**src/rtl/pll_reset_sequencer.sv**
```systemverilog
// Qualifies the wizard's asynchronous lock and releases core, then peripheral resets, then ready.
// Define LOCK_LOSS_COUNTER_EN to add the saturating lock_loss_cnt output.
module pll_reset_sequencer #(
  parameter int SYNC_STAGES   = 2,
  parameter int STABLE_CYCLES = 1024,
  parameter int STAGE_DELAY   = 16,
  parameter int CNT_W         = 16
) (
  input  logic       clk_in1,
  input  logic       resetn,
  input  logic       locked,
  input  logic       soft_rst_req,
  output logic       core_rstn,
  output logic       periph_rstn,
  output logic       ready,
  output logic [2:0] state_o
`ifdef LOCK_LOSS_COUNTER_EN
  ,
  output logic [7:0] lock_loss_cnt
`endif
);

  localparam logic [2:0] S_HOLD   = 3'd0;
  localparam logic [2:0] S_STABLE = 3'd1;
  localparam logic [2:0] S_CORE   = 3'd2;
  localparam logic [2:0] S_PERIPH = 3'd3;
  localparam logic [2:0] S_RUN    = 3'd4;
  localparam logic [2:0] S_SOFT   = 3'd5;

  localparam logic [CNT_W-1:0] STABLE_LAST = CNT_W'(STABLE_CYCLES - 1);
  localparam logic [CNT_W-1:0] STAGE_LAST  = CNT_W'(STAGE_DELAY - 1);
  localparam logic [CNT_W-1:0] CNT_ONE     = CNT_W'(1);

  (* ASYNC_REG = "TRUE" *) logic [SYNC_STAGES-1:0] sync_reg;
  logic [SYNC_STAGES-1:0] sync_next;
  logic                   lock_s;

  logic [2:0]       state_reg, state_next;
  logic [CNT_W-1:0] cnt_reg, cnt_next;
  logic             lock_lost;
  logic             core_next, periph_next, ready_next;

  genvar gi;
  generate
    for (gi = 0; gi < SYNC_STAGES; gi++) begin : g_sync
      if (gi == 0) begin : g_first
        assign sync_next[gi] = locked;
      end else begin : g_chain
        assign sync_next[gi] = sync_reg[gi-1];
      end
    end
  endgenerate

  always_ff @(posedge clk_in1 or negedge resetn) begin
    if (!resetn) begin
      sync_reg <= '0;
    end else begin
      sync_reg <= sync_next;
    end
  end

  assign lock_s = sync_reg[SYNC_STAGES-1];

  // Lock loss outranks everything except resetn, including unused encodings.
  assign lock_lost = !lock_s && (state_reg != S_HOLD);

  always_comb begin
    state_next = state_reg;
    cnt_next   = cnt_reg;
    if (lock_lost) begin
      state_next = S_HOLD;
      cnt_next   = '0;
    end else begin
      case (state_reg)
        S_HOLD: begin
          cnt_next = '0;
          if (lock_s) begin
            state_next = S_STABLE;
          end
        end
        S_STABLE: begin
          if (cnt_reg == STABLE_LAST) begin
            state_next = S_CORE;
            cnt_next   = '0;
          end else begin
            cnt_next = cnt_reg + CNT_ONE;
          end
        end
        S_CORE, S_PERIPH: begin
          if (soft_rst_req) begin
            state_next = S_SOFT;
            cnt_next   = '0;
          end else if (cnt_reg == STAGE_LAST) begin
            state_next = (state_reg == S_CORE) ? S_PERIPH : S_RUN;
            cnt_next   = '0;
          end else begin
            cnt_next = cnt_reg + CNT_ONE;
          end
        end
        S_RUN: begin
          cnt_next = '0;
          if (soft_rst_req) begin
            state_next = S_SOFT;
          end
        end
        S_SOFT: begin
          // The hold interval only starts counting once the request is withdrawn.
          if (soft_rst_req) begin
            cnt_next = '0;
          end else if (cnt_reg == STAGE_LAST) begin
            state_next = S_CORE;
            cnt_next   = '0;
          end else begin
            cnt_next = cnt_reg + CNT_ONE;
          end
        end
        default: begin
          state_next = S_HOLD;
          cnt_next   = '0;
        end
      endcase
    end
  end

  always_comb begin
    core_next   = (state_next == S_CORE) || (state_next == S_PERIPH) || (state_next == S_RUN);
    periph_next = (state_next == S_PERIPH) || (state_next == S_RUN);
    ready_next  = (state_next == S_RUN);
  end

  always_ff @(posedge clk_in1 or negedge resetn) begin
    if (!resetn) begin
      state_reg   <= S_HOLD;
      cnt_reg     <= '0;
      core_rstn   <= 1'b0;
      periph_rstn <= 1'b0;
      ready       <= 1'b0;
    end else begin
      state_reg   <= state_next;
      cnt_reg     <= cnt_next;
      core_rstn   <= core_next;
      periph_rstn <= periph_next;
      ready       <= ready_next;
    end
  end

  assign state_o = state_reg;

`ifdef LOCK_LOSS_COUNTER_EN
  logic       loss_event;
  logic [7:0] loss_cnt_reg;

  assign loss_event = lock_lost && (state_reg <= S_SOFT);

  always_ff @(posedge clk_in1 or negedge resetn) begin
    if (!resetn) begin
      loss_cnt_reg <= 8'd0;
    end else if (loss_event && (loss_cnt_reg != 8'hFF)) begin
      loss_cnt_reg <= loss_cnt_reg + 8'd1;
    end
  end

  assign lock_loss_cnt = loss_cnt_reg;
`endif

endmodule

```
**config.mk**
```make
export PLATFORM = sky130hd
export DESIGN_NAME = pll_reset_sequencer
export DESIGN_NICKNAME = d
export VERILOG_FILES = /design/src/rtl/pll_reset_sequencer.sv
export SDC_FILE = /design/constraint.sdc
export NUM_CORES = 1
export LEC_CHECK = 0
export ABC_AREA = 1
export BUFFER_PORTS_ARGS = -buffer_cell sky130_fd_sc_hd__buf_4
export CAP_MARGIN = 30
export CORE_MARGIN = 5
export CORE_UTILIZATION = 35
export DETAILED_ROUTE_END_ITERATION = 6
export PLACE_DENSITY = 0.57
export SYNTH_ARGS = -nofsm -noshare
export SYNTH_HDL_FRONTEND = slang
export SYNTH_SLANG_ARGS = --single-unit
```
**constraint.sdc**
```tcl
create_clock -name clk_in1 -period 3.5 [get_ports clk_in1]
set_input_delay 0.35 -clock clk_in1 [delete_from_list [all_inputs] [get_ports clk_in1]]
set_output_delay 0.35 -clock clk_in1 [all_outputs]
set_load 0.01 [all_outputs]
```
==> results of run 1 <==
[through the flow]
stage | setup slack (ns) | std cells | util (%)
finish | 1.799 | 230 | 40.87
global route | 1.636 | 230 | 40.87
CTS | 1.791 | 230 | 40.87
detailed placement | 1.797 | 225 | 39.08
global placement | 1.868 | 225 | 39.08
floorplan | 2.000 | 169 | -
[cell type report]
class	instances	area share, %
multi-input cells	118	40.02
inverters	26	6.571
clock buffers	4	3.707
flip-flops and latches	24	40.44
repair buffers	10	5.223
well taps	48	4.044
[metal layers]
layer	wire length (µm)	global-route usage [%]	part of all wire, %	up-vias
met2	1070	17.51	45	11
met4	24	3.340	1.0	0
met5	0	0	0	-
met1	1201	13.35	51	471
met3	76	1.847	3.2	2
li1	-	-	-	549
[logic make-up (layout without fill, tap and decap cells)]
group           count (synthesis)  after routing
compound gates                 10             10
buf+inv                        27             40
simple gates                  100            100
fa+ha+maj                       1              1
xor+xnor                        7              7
flops                          24             24
[cells in the mapped netlist (2+ instances only)]
master                    count  area share, %
sky130_fd_sc_hd__nor2_1      36             10
sky130_fd_sc_hd__nand2_1     31            8.9
sky130_fd_sc_hd__inv_1       25            7.2
sky130_fd_sc_hd__dfrtp_1     24             46
sky130_fd_sc_hd__nand3_1     14            5.4
sky130_fd_sc_hd__nor3_1       7            2.7
sky130_fd_sc_hd__xor2_1       6            4.0
sky130_fd_sc_hd__a21oi_1      5            1.9
sky130_fd_sc_hd__nor2_2       3            1.4
sky130_fd_sc_hd__o21ai_0      3            1.2
sky130_fd_sc_hd__nand4_1      2           0.96
[power breakdown]
part           total [µW]  internal [µW]  switching [µW]
clock network         183            100            83.0
registers             302            290            11.9
logic                 120           41.7            78.8
total                 605            432             174
[worst paths after layout]
check,start,endpoint,slack [ns],depth (start not counted)
max,cnt_reg[0]$_DFF_PN0_,periph_rstn$_DFF_PN0_,1.80,10
min,locked,sync_reg[0]$_DFF_PN0_,0.19,1
max reg2reg,cnt_reg[0]$_DFF_PN0_,periph_rstn$_DFF_PN0_,1.80,10
min reg2reg,sync_reg[0]$_DFF_PN0_,sync_reg[1]$_DFF_PN0_,0.36,0
max in group asynchronous,resetn,core_rstn$_DFF_PN0_,2.75,2
min in group asynchronous,resetn,cnt_reg[7]$_DFF_PN0_,0.52,2
[critical path, cell delays in order, from the launching register on]
cell,delay [ns]
sky130_fd_sc_hd__dfrtp_1,0.39
sky130_fd_sc_hd__ha_1,0.22
sky130_fd_sc_hd__nand3_2,0.16
sky130_fd_sc_hd__nor2_1,0.26
sky130_fd_sc_hd__nand3_1,0.14
sky130_fd_sc_hd__nand2_1,0.08
sky130_fd_sc_hd__nand2_1,0.08
sky130_fd_sc_hd__nor2_4,0.11
sky130_fd_sc_hd__nand2_1,0.06
sky130_fd_sc_hd__nand2_1,0.06
sky130_fd_sc_hd__nand2_1,0.05
[timing repair]
action / 4_1_cts / 5_1_grt
endpoints found under the hold margin: 24 / 0
buffers inserted: 0 / 0
hold buffers: 1 / 0
==> impl_metrics.prom, run 1 <==
# TYPE chip_impl_metric gauge
chip_impl_metric{name="worst_clock_skew",unit="ns"} 0.003735
chip_impl_metric{name="initial_utilization",unit="%"} 35.88
chip_impl_info{name="cp-end-kind",value="register"} 1
chip_impl_info{name="start_kind",value="register"} 1
chip_impl_metric{name="grt_overflow_total",unit=""} 0
chip_impl_metric{name="vias_per_cell",unit=""} 4.491
chip_impl_metric{name="numCtsBuffers",unit=""} 3
chip_impl_metric{name="worst_slew_margin_rel",unit="%"} 79.60
chip_impl_metric{name="seq_area_frac_synth",unit="%"} 46.07
chip_impl_metric{name="total_vias_in_the_final_route",unit=""} 1033
chip_impl_metric{name="clock_insertion_delay_worst_skew",unit="ns"} 0.26
chip_impl_metric{name="drive_gt1_share",unit="%"} 13.19
chip_impl_metric{name="vdd_ir_drop_max",unit="V"} 0.0001988
chip_impl_metric{name="htree_levels",unit=""} 1
chip_impl_metric{name="yosysWarnings",unit=""} 0
chip_impl_metric{name="timing.critical_path.arrival",unit="ns"} 1.86
chip_impl_metric{name="floorplan_row_count",unit=""} 22
chip_impl_metric{name="final_antenna_net_count",unit=""} 0
chip_impl_metric{name="net_count_after_synthesis",unit=""} 174
chip_impl_metric{name="place.detailed.hpwl",unit="µm"} 1852
chip_impl_metric{name="share_of_synthesized_cell_area_in_and_or_nand_and_nor_gates",unit="%"} 35.60
chip_impl_metric{name="die_width",unit="µm"} 71.03
chip_impl_metric{name="synth.mux.area_fraction",unit="%"} 0
chip_impl_metric{name="area_growth",unit="%"} 13.92
chip_impl_info{name="tritoncts",value="yes"} 1
chip_impl_metric{name="fillerInstances",unit=""} 379
chip_impl_metric{name="finish.net_count",unit=""} 188
chip_impl_metric{name="async_flop_share",unit="%"} 100.0
chip_impl_metric{name="antenna_found_initial",unit=""} 0
chip_impl_metric{name="wire_per_inst",unit="µm"} 10.31
chip_impl_metric{name="tns",unit="ns"} 0
chip_impl_metric{name="finalWirelength",unit="µm"} 2372
chip_impl_metric{name="post_synth_fa_ha_maj_area_fraction",unit="%"} 0.9597
chip_impl_metric{name="finalHoldViolations",unit=""} 0
chip_impl_metric{name="timing.fmax",unit="MHz"} 587.9
chip_impl_metric{name="synth-edff-count",unit=""} 0
chip_impl_metric{name="synth.distinct_cells",unit=""} 24
chip_impl_metric{name="post_cts.resized_instances",unit=""} 0
chip_impl_metric{name="syn_inst",unit=""} 169
chip_impl_metric{name="syn_area",unit="mm²"} 0.001304
chip_impl_metric{name="critical_path_peak_fanout",unit=""} 5
chip_impl_metric{name="ios",unit=""} 10
chip_impl_metric{name="setup_violation_total_in_the_final_timing_report",unit=""} 0
chip_impl_info{name="min_path_type",value="in2reg"} 1
chip_impl_metric{name="grt_first_pass_wirelength",unit="µm"} 4333
chip_impl_info{name="root_buffer",value="sky130_fd_sc_hd__clkbuf_8"} 1
chip_impl_metric{name="gpl.final_weighted_congestion",unit=""} 0.8781
chip_impl_metric{name="synth.ff_latch_count",unit=""} 24
chip_impl_metric{name="dr.pass1.iters",unit=""} 4
chip_impl_metric{name="remaining_drc_errors",unit=""} 0
chip_impl_metric{name="xor_xnor_fraction_of_synth_area",unit="%"} 4.702
chip_impl_info{name="dominant_combinational_cell_family_by_area_after_synthesis",value="simple AND/OR/NAND/NOR gates"} 1
chip_impl_metric{name="synth-compound-area-share",unit="%"} 4.319
chip_impl_metric{name="largest_register_ff_count",unit=""} 16
chip_impl_metric{name="antennaDiodeCount",unit=""} 0
chip_impl_metric{name="period_needed",unit="ns"} 1.701
chip_impl_metric{name="cts.clk_slew.worst_paths",unit="ns"} 0.08
chip_impl_metric{name="worst_pin_slew",unit="ns"} 0.3061
chip_impl_info{name="run_status",value="complete, no violations"} 1
chip_impl_metric{name="totalPowerFinal",unit="µW"} 605.4
chip_impl_metric{name="finalCritPeriodShare",unit="%"} 48.60
chip_impl_metric{name="power_leakage",unit="µW"} 0.0007410
chip_impl_metric{name="gr-usage-all-layers",unit="%"} 10.34
chip_impl_metric{name="pwr_cell_area",unit="mW/mm²"} 407.6
chip_impl_metric{name="grt_pass1_vias",unit=""} 1050
chip_impl_metric{name="cts.path.max_buffers",unit=""} 2
chip_impl_info{name="timing_worst_setup_path_type",value="reg2reg"} 1
chip_impl_metric{name="ff_latch_area",unit="µm²"} 600.6
chip_impl_metric{name="first_iter_violations",unit=""} 40
chip_impl_metric{name="multi_input_area",unit="µm²"} 594.3
chip_impl_metric{name="cap_violations",unit=""} 0
chip_impl_metric{name="total_placed_instance_area",unit="mm²"} 0.001420
chip_impl_metric{name="count_of_input_and_output_buffers",unit=""} 9
chip_impl_info{name="grt_setup_unrepaired",value="false"} 1
chip_impl_metric{name="pin_count_of_the_biggest_net_entering_global_routing",unit=""} 25
chip_impl_metric{name="holdWs",unit="ns"} 0.1864
chip_impl_metric{name="syn-mean-instance-area",unit="µm²"} 7.714
chip_impl_info{name="synthFlopType",value="sky130_fd_sc_hd__dfrtp_1"} 1
chip_impl_info{name="layout.cells.most_common_list",value="sky130_fd_sc_hd__nor2_1, sky130_fd_sc_hd__nand2_1, sky130_fd_sc_hd__inv_1"} 1
chip_impl_metric{name="clock_sinks",unit=""} 24
chip_impl_metric{name="drv_slew",unit=""} 0
chip_impl_metric{name="design.die.area",unit="mm²"} 0.005045
chip_impl_info{name="final_common_cell",value="sky130_fd_sc_hd__nor2_1"} 1
chip_impl_metric{name="die_height",unit="µm"} 71.03
chip_impl_metric{name="post-route-cell-area",unit="mm²"} 0.001485
chip_impl_metric{name="floorplan.core_area",unit="mm²"} 0.003633
chip_impl_metric{name="worst_path_required",unit="ns"} 3.66
No activity file was read; power rests on OpenSTA's default activity.
==> inputs of run 2 (changes only) <==
- PLACE_DENSITY: 0.57 -> 0.59
- clock period: 3.5 -> 1.4 ns (I/O delays scaled with it)
==> run 2 against run 1 <==
Compared with the run above:
- flip-flop and latch count did not move
- the run now ends with setup timing left
- cell area rose by 28%
- sequential power rose to 2.5 times the previous value
- first-iteration DRC count rose by 45%
- highest routed layer unchanged
- die area did not move
- global-route usage rose by 3.8 points
- critical path type unchanged
==> impl_metrics.prom, run 2 (synthesis gave the netlist of run 1 again) <==
# TYPE chip_impl_metric gauge
chip_impl_info{name="run_status",value="finished, violations left"} 1
chip_impl_info{name="failed_checks",value="setup timing"} 1
chip_impl_metric{name="setup_violation_total_in_the_final_timing_report",unit=""} 22
chip_impl_metric{name="gpl.final_weighted_congestion",unit=""} 0.8573
chip_impl_info{name="grt_setup_unrepaired",value="true"} 1
chip_impl_metric{name="fillerInstances",unit=""} 358
chip_impl_metric{name="count_of_input_and_output_buffers",unit=""} 9
chip_impl_metric{name="grt_pass1_vias",unit=""} 1313
chip_impl_metric{name="clock_sinks",unit=""} 24
chip_impl_info{name="timing_worst_setup_path_type",value="reg2reg"} 1
chip_impl_metric{name="place.detailed.hpwl",unit="µm"} 2086
chip_impl_metric{name="die_width",unit="µm"} 71.03
chip_impl_metric{name="antenna_found_initial",unit=""} 0
chip_impl_metric{name="pwr_cell_area",unit="mW/mm²"} 956.8
chip_impl_metric{name="holdWs",unit="ns"} 0.2920
chip_impl_metric{name="remaining_drc_errors",unit=""} 0
chip_impl_metric{name="worst_path_required",unit="ns"} 1.57
chip_impl_metric{name="gr-usage-all-layers",unit="%"} 14.13
chip_impl_metric{name="dr.pass1.iters",unit=""} 4
chip_impl_metric{name="vdd_ir_drop_max",unit="V"} 0.0005861
chip_impl_info{name="min_path_type",value="in2async"} 1
chip_impl_metric{name="groute.layer.met2.usage",unit="%"} 25.54
chip_impl_metric{name="finalHoldViolations",unit=""} 0
chip_impl_metric{name="grt_util_met3",unit="%"} 3.693
chip_impl_metric{name="total_vias_in_the_final_route",unit=""} 1232
chip_impl_metric{name="gr_met1_demand_resource",unit="%"} 15.22
chip_impl_metric{name="clock_insertion_delay_worst_skew",unit="ns"} 0.27
chip_impl_info{name="final_common_cell",value="sky130_fd_sc_hd__buf_4"} 1
chip_impl_metric{name="critical_path_peak_fanout",unit=""} 8
chip_impl_metric{name="worst_clock_skew",unit="ns"} 0.002558
chip_impl_metric{name="cts.path.max_buffers",unit=""} 2
chip_impl_metric{name="cap_violations",unit=""} 0
chip_impl_metric{name="area_growth",unit="%"} 45.87
chip_impl_info{name="root_buffer",value="sky130_fd_sc_hd__clkbuf_8"} 1
chip_impl_metric{name="antennaDiodeCount",unit=""} 0
chip_impl_metric{name="finish.net_count",unit=""} 217
chip_impl_metric{name="grt_first_pass_wirelength",unit="µm"} 5699
chip_impl_metric{name="timing.critical_path.arrival",unit="ns"} 1.73
chip_impl_metric{name="layout_setup_ws",unit="ns"} -0.1651
chip_impl_metric{name="drv_slew",unit=""} 0
chip_impl_metric{name="worst_pin_slew",unit="ns"} 0.3045
chip_impl_metric{name="final_antenna_net_count",unit=""} 0
chip_impl_metric{name="floorplan_row_count",unit=""} 22
chip_impl_metric{name="htree_levels",unit=""} 1
chip_impl_metric{name="pin_count_of_the_biggest_net_entering_global_routing",unit=""} 25
chip_impl_metric{name="period_needed",unit="ns"} 1.565
chip_impl_metric{name="cts.clk_slew.worst_paths",unit="ns"} 0.09
chip_impl_metric{name="worst_slew_margin_rel",unit="%"} 79.54
chip_impl_metric{name="design.die.area",unit="mm²"} 0.005045
chip_impl_info{name="tritoncts",value="yes"} 1
chip_impl_metric{name="finalWirelength",unit="µm"} 3287
chip_impl_metric{name="largest_register_ff_count",unit=""} 16
chip_impl_metric{name="ios",unit=""} 10
chip_impl_metric{name="vias_per_cell",unit=""} 4.757
chip_impl_metric{name="drive_gt1_share",unit="%"} 41.71
chip_impl_metric{name="finalCritPeriodShare",unit="%"} 111.8
chip_impl_info{name="cp-end-kind",value="register"} 1
chip_impl_info{name="gr-max-usage-layer",value="met2"} 1
chip_impl_metric{name="wire_per_inst",unit="µm"} 12.69
chip_impl_info{name="layout.cells.most_common_list",value="sky130_fd_sc_hd__buf_4, sky130_fd_sc_hd__nor2_1, sky130_fd_sc_hd__dfrtp_1"} 1
chip_impl_metric{name="tns",unit="ns"} -2.801
chip_impl_metric{name="initial_utilization",unit="%"} 35.88
chip_impl_metric{name="die_height",unit="µm"} 71.03
chip_impl_metric{name="power_leakage",unit="µW"} 0.0009140
chip_impl_metric{name="timing.fmax",unit="MHz"} 639.0
chip_impl_info{name="start_kind",value="register"} 1
chip_impl_metric{name="numCtsBuffers",unit=""} 3
chip_impl_metric{name="first_iter_violations",unit=""} 58
chip_impl_metric{name="floorplan.core_area",unit="mm²"} 0.003633
chip_impl_metric{name="totalPowerFinal",unit="µW"} 1820
chip_impl_metric{name="grt_overflow_total",unit=""} 0
-- run 2: cell types whose count changed in the layout (fill, tap and decap cells not counted), sizes merged --
cell / change
buf: +27
bufinv: +1
clkbuf: -1
dlygate4sd3: +1
nand2: +1
-- run 2: critical path, cell delays in order, from the launching register on --
cell                       delay (ns)
sky130_fd_sc_hd__dfrtp_1         0.39
sky130_fd_sc_hd__buf_4           0.16
sky130_fd_sc_hd__nor2_1          0.13
sky130_fd_sc_hd__nand2_2         0.07
sky130_fd_sc_hd__nor2_2          0.10
sky130_fd_sc_hd__nand2_1         0.07
sky130_fd_sc_hd__o211ai_1        0.15
sky130_fd_sc_hd__o21ai_4         0.15
sky130_fd_sc_hd__nand2_4         0.17
sky130_fd_sc_hd__nor2_1          0.07
-- run 2: cell type report --
cell class | count | area (µm²) | share of cell area (%)
timing repair buffer | 38 | 290.3 | 15.26
sequential | 24 | 600.6 | 31.58
clock buffer | 3 | 41.29 | 2.171
multi-input combinational | 119 | 780.7 | 41.05
tap | 48 | 60.06 | 3.158
inverter | 26 | 98.84 | 5.197
clock inverter | 1 | 30.03 | 1.579
-- run 2: where the power goes --
part | switching (µW) | internal (µW)
Combinational | 276 | 170
Sequential | 32.1 | 724
Clock | 235 | 383
Total | 543 | 1280
-- run 2: timing repair --
item | CTS | global route
gates resized for setup | 26 | 18
setup buffers | 3 | 3
pin swaps | 6 | 12
hold endpoints to repair | 25 | 0
hold buffers | 2 | 0
gates cloned | 1 | 0
endpoints found under the setup margin | 22 | 22
-- run 2: final timing paths --
check                                 startpoint               endpoint  slack [ns]  cells after the start
min in group clk_in1       sync_reg[0]$_DFF_PN0_  sync_reg[1]$_DFF_PN0_        0.35                      0
setup / recovery            cnt_reg[4]$_DFF_PN0_  cnt_reg[14]$_DFF_PN0_       -0.17                      9
hold / removal                            resetn  cnt_reg[11]$_DFF_PN0_        0.29                      2
hold reg to reg            sync_reg[0]$_DFF_PN0_  sync_reg[1]$_DFF_PN0_        0.35                      0
max in group asynchronous                 resetn   state_o[0]$_DFF_PN0_        0.86                      2
setup reg to reg            cnt_reg[4]$_DFF_PN0_  cnt_reg[14]$_DFF_PN0_       -0.17                      9
-- run 2: routing by layer --
layer	part of all wire (%)	wire length (µm)
met1	39	1298
met2	54	1763
met3	3.7	122
met4	3.1	102
met5	0	0
-- run 2: per-stage QoR --
step | cells | util [%] | cell area [µm²] | worst slack (ns)
2_1_floorplan | 169 | - | 1326 | -0.08385
3_3_place_gp | 247 | 44.25 | 1608 | -0.1139
3_5_place_dp | 247 | 44.25 | 1608 | -0.1527
4_1_cts | 257 | 50.45 | 1833 | -0.1246
5_1_grt | 259 | 52.34 | 1902 | -0.2692
6_report | 259 | 52.34 | 1902 | -0.1651
==> inputs of run 3 (changes only) <==
- SKIP_CTS_REPAIR_TIMING: default -> 1
==> run 3 against run 2 <==
Compared with the run above:
- the run still ends with setup timing left
- setup slack improved by 0.025 ns
- sequential share of layout area rose by 1.6 points
- clock power fell by 1%
- critical path depth fell by 1
==> impl_metrics.prom, run 3 (synthesis gave the netlist of run 1 again) <==
# TYPE chip_impl_metric gauge
chip_impl_metric{name="layout_setup_ws",unit="ns"} -0.1398
chip_impl_metric{name="floorplan.core_area",unit="mm²"} 0.003633
chip_impl_metric{name="power_leakage",unit="µW"} 0.0008931
chip_impl_metric{name="wire_per_inst",unit="µm"} 11.45
chip_impl_metric{name="drive_gt1_share",unit="%"} 33.65
chip_impl_info{name="min_path_type",value="in2async"} 1
chip_impl_metric{name="timing.fmax",unit="MHz"} 649.4
chip_impl_metric{name="pin_count_of_the_biggest_net_entering_global_routing",unit=""} 25
chip_impl_metric{name="count_of_input_and_output_buffers",unit=""} 9
chip_impl_metric{name="dr.pass1.iters",unit=""} 4
chip_impl_metric{name="design.die.area",unit="mm²"} 0.005045
chip_impl_info{name="startpoint",value="cnt_reg[0]$_DFF_PN0_"} 1
chip_impl_metric{name="slowest_delay",unit="ns"} 0.41
chip_impl_metric{name="cap_violations",unit=""} 0
chip_impl_info{name="grt_setup_unrepaired",value="true"} 1
chip_impl_info{name="critical_path.cell_chain",value="ha_4, nand3_4, nor2_2, nand2_1, o211ai_1, o21ai_4, nand2_4, nor2_1"} 1
chip_impl_info{name="layout.cells.most_common_list",value="sky130_fd_sc_hd__buf_4, sky130_fd_sc_hd__nand2_1, sky130_fd_sc_hd__nor2_1"} 1
chip_impl_metric{name="r2r.worst_path.cells",unit=""} 8
chip_impl_info{name="failed_checks",value="setup timing"} 1
chip_impl_metric{name="worst_clock_skew",unit="ns"} 0.003679
chip_impl_metric{name="place.detailed.hpwl",unit="µm"} 2086
chip_impl_metric{name="first_iter_violations",unit=""} 38
chip_impl_metric{name="gr_met1_demand_resource",unit="%"} 14.16
chip_impl_info{name="gr-max-usage-layer",value="met2"} 1
chip_impl_metric{name="critical_path_peak_fanout",unit=""} 8
chip_impl_metric{name="cts.clk_slew.worst_paths",unit="ns"} 0.09
chip_impl_metric{name="fillerInstances",unit=""} 362
chip_impl_info{name="start_kind",value="register"} 1
chip_impl_metric{name="largest_register_ff_count",unit=""} 16
chip_impl_info{name="root_buffer",value="sky130_fd_sc_hd__clkbuf_8"} 1
chip_impl_info{name="rr_startpoint",value="cnt_reg[0]$_DFF_PN0_"} 1
chip_impl_metric{name="grt_first_pass_wirelength",unit="µm"} 4905
chip_impl_info{name="timing_worst_setup_path_type",value="reg2reg"} 1
chip_impl_metric{name="drv_slew",unit=""} 0
chip_impl_metric{name="antennaDiodeCount",unit=""} 0
chip_impl_metric{name="total_vias_in_the_final_route",unit=""} 1184
chip_impl_metric{name="finalCritPeriodShare",unit="%"} 110.0
chip_impl_metric{name="multi_input_area",unit="µm²"} 710.7
chip_impl_metric{name="die_width",unit="µm"} 71.03
chip_impl_metric{name="timing.reg2reg.setup_slack",unit="ns"} -0.14
chip_impl_info{name="cp-end-kind",value="register"} 1
chip_impl_metric{name="cts.path.max_buffers",unit=""} 2
chip_impl_metric{name="ios",unit=""} 10
chip_impl_metric{name="finalHoldViolations",unit=""} 0
chip_impl_info{name="tritoncts",value="yes"} 1
chip_impl_metric{name="post-route-cell-area",unit="mm²"} 0.001808
chip_impl_metric{name="remaining_drc_errors",unit=""} 0
chip_impl_metric{name="vias_per_cell",unit=""} 4.625
chip_impl_metric{name="gr-usage-all-layers",unit="%"} 12.06
chip_impl_metric{name="finish.net_count",unit=""} 214
chip_impl_metric{name="total_placed_instance_area",unit="mm²"} 0.001608
chip_impl_info{name="critical_path.endpoint",value="cnt_reg[14]$_DFF_PN0_"} 1
chip_impl_metric{name="groute.layer.met2.usage",unit="%"} 21.73
chip_impl_metric{name="initial_utilization",unit="%"} 35.88
chip_impl_metric{name="grt_overflow_total",unit=""} 0
chip_impl_metric{name="worst_pin_slew",unit="ns"} 0.3073
chip_impl_info{name="run_status",value="finished, violations left"} 1
chip_impl_metric{name="ff_latch_area",unit="µm²"} 600.6
chip_impl_metric{name="vdd_ir_drop_max",unit="V"} 0.0006654
chip_impl_info{name="final_common_cell",value="sky130_fd_sc_hd__buf_4"} 1
chip_impl_metric{name="setup_violation_total_in_the_final_timing_report",unit=""} 20
chip_impl_metric{name="clock_sinks",unit=""} 24
chip_impl_metric{name="grt_pass1_vias",unit=""} 1173
chip_impl_metric{name="numCtsBuffers",unit=""} 3
chip_impl_metric{name="clock_insertion_delay_worst_skew",unit="ns"} 0.27
chip_impl_metric{name="area_growth",unit="%"} 38.68
chip_impl_metric{name="floorplan_row_count",unit=""} 22
chip_impl_metric{name="antenna_found_initial",unit=""} 0
chip_impl_metric{name="timing.critical_path.arrival",unit="ns"} 1.70
chip_impl_metric{name="period_needed",unit="ns"} 1.540
chip_impl_metric{name="worst_path_required",unit="ns"} 1.56
chip_impl_metric{name="die_height",unit="µm"} 71.03
chip_impl_metric{name="gpl.final_weighted_congestion",unit=""} 0.8573
chip_impl_metric{name="worst_slew_margin_rel",unit="%"} 79.36
chip_impl_info{name="slowest_stage",value="sky130_fd_sc_hd__dfrtp_1"} 1
chip_impl_metric{name="final_antenna_net_count",unit=""} 0
chip_impl_metric{name="pwr_cell_area",unit="mW/mm²"} 971.7
chip_impl_metric{name="finalWirelength",unit="µm"} 2931
chip_impl_metric{name="htree_levels",unit=""} 1
chip_impl_metric{name="grt_util_met3",unit="%"} 2.983
chip_impl_metric{name="holdWs",unit="ns"} 0.2976
chip_impl_info{name="crit-reg2reg-capture",value="cnt_reg[14]$_DFF_PN0_"} 1
-- run 3: metrics by stage --
| step | instances | total power, µW | TNS [ns] | util, % | setup slack (ns) |
|---|---|---|---|---|---|
| 3_3_place_gp | 247 | 1073 | -1.815 | 44.25 | -0.1139 |
| 6_report | 256 | 1757 | -1.959 | 49.76 | -0.1398 |
| 3_5_place_dp | 247 | 1080 | -2.419 | 44.25 | -0.1527 |
| 2_1_floorplan | 169 | 1005 | -0.8329 | - | -0.08385 |
| 5_1_grt | 256 | 1867 | -4.317 | 49.76 | -0.2549 |
| 4_1_cts | 251 | 1703 | -2.952 | 46.21 | -0.1823 |
-- run 3: final cells by class --
| type | count | area share, % |
|---|---|---|
| Multi-Input combinational cell | 119 | 39.31 |
| Clock inverter | 1 | 1.661 |
| Sequential cell | 24 | 33.22 |
| Timing Repair Buffer | 35 | 14.81 |
| Clock buffer | 3 | 2.284 |
| Tap cell | 48 | 3.322 |
| Inverter | 26 | 5.398 |
-- run 3: worst min-delay path by stage --
stage | startpoint | end | slack, ns
finish | resetn | cnt_reg[11]$_DFF_PN0_ | 0.30
global route | resetn | state_o[0]$_DFF_PN0_ | 0.33
CTS | resetn | state_o[2]$_DFF_PN0_ | -0.23
detailed placement | resetn | cnt_reg[11]$_DFF_PN0_ | 0.06
global placement | resetn | cnt_reg[8]$_DFF_PN0_ | 0.06
floorplan | resetn | cnt_reg[0]$_DFF_PN0_ | -0.16
-- run 3: power by group --
| part | total, µW | switching, µW | internal [µW] |
|---|---|---|---|
| Sequential | 759 | 34.8 | 724 |
| Clock | 609 | 227 | 382 |
| Combinational | 389 | 245 | 144 |
-- run 3: metal layers --
| layer | vias to the layer above | share of wire (%) |
|---|---|---|
| met5 | - | 0 |
| met4 | 0 | 0.72 |
| met3 | 2 | 2.3 |
| met2 | 13 | 54 |
| met1 | 565 | 43 |
| li1 | 604 | - |
-- run 3: worst max-delay path: cells and delay by family, from the launching register on --
kind / cells / cell delay [ns]
AND/OR/NAND/NOR: 5 / 0.57
flip-flops: 1 / 0.41
AO/OA/AOI/OAI: 2 / 0.29
adder cells (fa/ha/maj): 1 / 0.16
